`config.mk`:
```
export PLATFORM = sky130hd
export DESIGN_NAME = accum_scoreboard
export DESIGN_NICKNAME = d
export VERILOG_FILES = /design/src/rtl/accum_scoreboard.sv
export SDC_FILE = /design/constraint.sdc
export NUM_CORES = 1
export LEC_CHECK = 0
export BUFFER_PORTS_ARGS = -buffer_cell sky130_fd_sc_hd__buf_4
export CAP_MARGIN = 30
export CORE_MARGIN = 2
export CORE_UTILIZATION = 36
export DETAILED_ROUTE_END_ITERATION = 8
export MAX_ROUTING_LAYER = met4
export SETUP_SLACK_MARGIN = 0.4
export SYNTH_ARGS = -nofsm -noshare
export SYNTH_HDL_FRONTEND = slang
export SYNTH_SLANG_ARGS = --single-unit
```
`constraint.sdc`:
```
create_clock -name clk -period 5.48 [get_ports clk]
set_clock_uncertainty 0.2 [all_clocks]
set_input_delay 0.548 -clock clk [delete_from_list [all_inputs] [get_ports clk]]
set_output_delay 0.548 -clock clk [all_outputs]
set_load 0.005 [all_outputs]
```
`src/rtl/accum_scoreboard.sv`:
```
// Self-timed checker for the secret-constant accumulator: runs a cycle-accurate
// reference model alongside the DUT and reports pass/fail with the first failing index.
module accum_scoreboard #(
  parameter int                WIDTH      = 32,
  parameter int                SECRET     = 7,
  parameter logic [WIDTH-1:0]  INIT_VALUE = '0,
  parameter int                NUM_CHECKS = 10
) (
  input  logic             clk,
  input  logic             rst,
  input  logic             start,
  input  logic [WIDTH-1:0] accum_in,
  input  logic             accum_bypass,
  input  logic [WIDTH-1:0] accum_out,
  input  logic [WIDTH-1:0] accum_bypass_out,
  output logic             busy,
  output logic             done,
  output logic             pass,
  output logic [15:0]      err_count,
  output logic [15:0]      first_err_idx,
  output logic [WIDTH-1:0] expect_out
);

  localparam logic [WIDTH-1:0] SECRET_W = WIDTH'(SECRET);
  localparam logic [15:0]      LAST_IDX = 16'(NUM_CHECKS - 1);
  localparam logic [15:0]      NO_ERR   = 16'hFFFF;

  typedef enum logic [1:0] {IDLE, PRIME, CHECK, DONE} state_t;

  state_t      state;
  logic [15:0] check_idx;

  logic [WIDTH-1:0] byp_ref;
  logic             acc_ok;
  logic             byp_ok;
  logic             mismatch;

  function automatic logic [15:0] sat_inc(input logic [15:0] v);
    return (v == 16'hFFFF) ? v : v + 16'd1;
  endfunction

  function automatic logic [WIDTH-1:0] model_next(input logic [WIDTH-1:0] acc,
                                                  input logic [WIDTH-1:0] din);
    return acc + din + SECRET_W;
  endfunction

  // Compare against the pre-update model value. The mismatch flag defaults high and
  // is cleared only on a definite match, so unknown DUT values count as errors.
  always_comb begin
    byp_ref  = accum_bypass ? accum_in : expect_out;
    acc_ok   = (accum_out == expect_out);
    byp_ok   = (accum_bypass_out == byp_ref);
    mismatch = 1'b1;
    if (acc_ok && byp_ok) mismatch = 1'b0;
  end

  always_ff @(posedge clk) begin
    if (rst) begin
      state         <= IDLE;
      busy          <= 1'b0;
      done          <= 1'b0;
      pass          <= 1'b0;
      err_count     <= '0;
      first_err_idx <= NO_ERR;
      expect_out    <= INIT_VALUE;
      check_idx     <= '0;
    end else begin
      case (state)
        IDLE, DONE: begin
          if (start) begin
            state         <= PRIME;
            busy          <= 1'b1;
            done          <= 1'b0;
            pass          <= 1'b0;
            err_count     <= '0;
            first_err_idx <= NO_ERR;
            expect_out    <= INIT_VALUE;
            check_idx     <= '0;
          end
        end
        PRIME: begin
          // DUT still shows INIT_VALUE this cycle, so only advance the model
          expect_out <= model_next(expect_out, accum_in);
          state      <= CHECK;
        end
        CHECK: begin
          expect_out <= model_next(expect_out, accum_in);
          check_idx  <= check_idx + 16'd1;
          if (mismatch) begin
            err_count <= sat_inc(err_count);
            if (first_err_idx == NO_ERR) first_err_idx <= check_idx;
          end
          if (check_idx == LAST_IDX) begin
            state <= DONE;
            busy  <= 1'b0;
            done  <= 1'b1;
            pass  <= (err_count == 16'd0) && !mismatch;
          end
        end
        default: state <= IDLE;
      endcase
    end
  end

endmodule

```
==> reports/qor.txt <==
Post-CTS Setup Inserts - 0
Max-slew headroom - 30.3%
status - finished clean
most frequent cells in the layout - 167 x buf_4, 85 x dfxtp_1, 73 x nor2_1
Hold Fails Final Rpt - 0
CTS tree - built
critical path class - reg -> reg
startpoint types - register
PwrDens - 422 nW/µm²
max-cap violations - 0
clock-pin slew on the worst setup and hold paths - 0.07 ns
largest net degree at the start of global routing - 50
# H-tree levels - 3
crit path DAT - 4.06 ns
Period minus WS final - 4.04 ns
pre-CTS WS - 1.27 ns
CORE AREA - 18,100 µm²
Max clock buf depth - 2
Pleak - 3.63 nW
Final setup viols - 0
measured slew at the worst slew-check pin - 1.02 ns
first-pass GRT wire length - 33,300 µm
critical path startpoint - expect_out[1]
Synth Flop Type - dfxtp_1
GRT overflow - 0
wire length per cell - 17.7 µm
PnR worst setup slack - 1.44 ns
setup_tns - 0 ns
Hold WC Path Type - reg -> reg
DR vias/cell - 5.44
count of buffers from port buffering - 166
register area share after synthesis - 25.4%
critical path's largest stage delay - 0.93 ns
slowest CP cell - a2111oi_0
Critical Path End Type - register
commonest non-fill, non-tap cell in the layout - buf_4
part of the cycle the worst path needs - 73.7%
CP max FO - 5
die extent in y - 140 µm
net count after synthesis - 999
number of synthesized flops with an enable pin - 0
routed via count - 6,568
Multi-input gate area - 4710 µm²
DIE AREA - 19,700 µm²
cell at the root of the clock tree - clkbuf_16
Num CTS Buffers - 9
Synth Warn # - 0
f_max - 248 MHz
I/O pin total - 167
Gates resized, CTS repair - 0
Synth cell types - 60
detailed placement HPWL - 16,900 µm
drt total wl - 21,400 µm
Worst-Skew Late Latency - 0.35 ns
Worst Setup EP - expect_out[27]
vias in the first global route - 6,140
Post-DRT Antenna Nets - 0
worst hold start - busy
Die W - 140 µm
share of cells above drive strength 1 - 20.1%
Area Overhead vs Synth - 25.6%
clock sink total - 85
Sequential Area - 1700 µm²
Total GRT Usage - 22.1%
Worst R2R Path Depth - 13
DRC violations left - 0
Async SR Flop Fraction - 0%
Pins Over Slew Limit - 0
mapped cell area - 6700 µm²
DR iter-0 viols - 435
R2R Setup Slk - 1.44 ns
Mapped Cells - 831
Synth Area per Inst - 8.07 µm²
unrepaired setup endpoints after global routing - false
CP cell instances - inv_1 > ha_1 > inv_1 > ha_1 > fa_1 > a211oi_1 > o21ba_2 > o211ai_1 > a2111oi_0 > nor2_1 > a21oi_1 > xnor2_1 > o21ai_0
first-pass iteration count of the detailed router - 5
initial core utilization - 37.1%
GP Congestion - 0.962
NumNets Final - 1,141
peak supply drop - 0.180 mV
Worst EP required - 5.50 ns
initial antenna violation count - 1
synthesized flop and latch total - 85
RR Startpoint - expect_out[1]
# fillers - 1,827
r2r endpoint - expect_out[27]
site row count - 49
Hold Buf Count CTS - 0
==> synth_stat cells (5+ instances only) <==
| library cell | count | area [µm²] |
|---|---|---|
| nand4_1 | 27 | 169 |
| nand2_1 | 64 | 240 |
| o22a_1 | 8 | 70.1 |
| nand2b_1 | 7 | 43.8 |
| a31oi_1 | 6 | 37.5 |
| xnor2_1 | 58 | 508 |
| or3_1 | 6 | 37.5 |
| and3_1 | 7 | 43.8 |
| xor2_1 | 42 | 368 |
| o21bai_1 | 6 | 45.0 |
| inv_1 | 31 | 116 |
| o211ai_1 | 5 | 37.5 |
| nor2_1 | 74 | 278 |
| ha_1 | 67 | 838 |
| a21o_1 | 9 | 67.6 |
| mux2i_1 | 33 | 330 |
| dfxtp_1 | 85 | 1700 |
| clkbuf_1 | 27 | 101 |
| nor2b_1 | 5 | 31.3 |
| nor4_1 | 15 | 93.8 |
| o31ai_1 | 11 | 82.6 |
| o21ai_0 | 39 | 195 |
| nor3_1 | 25 | 125 |
| or2_2 | 5 | 31.3 |
| a21oi_1 | 64 | 320 |
| a22o_1 | 9 | 78.8 |
| nand3_1 | 26 | 130 |
| a211oi_1 | 6 | 45.0 |
==> state kept, by name (all words and copies together), names as in the netlist <==
| name | flops |
|---|---|
| busy | 1 |
| check_idx | 16 |
| done | 1 |
| err_count | 16 |
| expect_out | 32 |
| first_err_idx | 16 |
| pass | 1 |
| state | 2 |
==> cell families after synthesis <==
kind of cell / synth area share (%)
xor+xnor: 13.1
fa+ha+maj: 12.8
flops: 25.4
simple gates: 20.5
buf+inv: 4.42
mux: 4.93
compound gates: 18.9
==> worst max-delay path: cells and delay by family (launching register included) <==
family	cells	cell delay [ns]
AOI/OAI and AO/OA	6	1.98
DFF	1	0.41
xor gates and xnor gates	1	0.13
adders and majority gates	3	0.91
buffers and inverters	2	0.10
and+or+nand+nor	1	0.18
==> report_power, final <==
part / internal [mW] / switching (mW) / total, mW / leakage, nW
Combinational: 0.839 / 1.11 / 1.95 / 2.79
Clock: 0.375 / 0.290 / 0.664 / 0.156
Sequential: 0.747 / 0.190 / 0.937 / 0.692
==> area by class of cell <==
class	instances	share of cell area [%]
clock inverters	6	0.907
inverters	31	1.38
diodes	1	0.0297
well taps	229	3.40
clock buffers	10	2.84
flip-flops and latches	85	20.2
multi-input cells	678	56.0
repair buffers	168	15.2
==> routing by layer <==
| metal | track usage [%] | routed length, µm |
|---|---|---|
| met5 | - | 0 |
| met4 | 7.84 | 540 |
| met3 | 2.26 | 1240 |
| met2 | 35.5 | 9780 |
| met1 | 29.0 | 9820 |
==> how the worst min path moves through the flow <==
stage              endpoint  slack, ns  cells after the start
2_1_floorplan  check_idx[5]       0.28                      2
3_3_place_gp           busy       0.29                      2
3_5_place_dp           busy       0.29                      2
4_1_cts                busy       0.30                      2
5_1_grt                busy       0.33                      2
6_report               busy       0.30                      2
==> metrics by stage <==
stage	area, µm²	instances	hold WS, ns	total power [mW]	utilization, %
final	8420	1208	0.298	3.55	46.5
after CTS	8410	1207	0.300	3.57	46.5
after global placement	8070	1190	0.292	2.85	44.6
after global routing	8420	1208	0.334	3.82	46.5
after floorplan	6700	831	0.280	2.20	-
after detailed placement	8100	1191	0.287	2.89	44.8
Power figures use the tool's default switching activity.
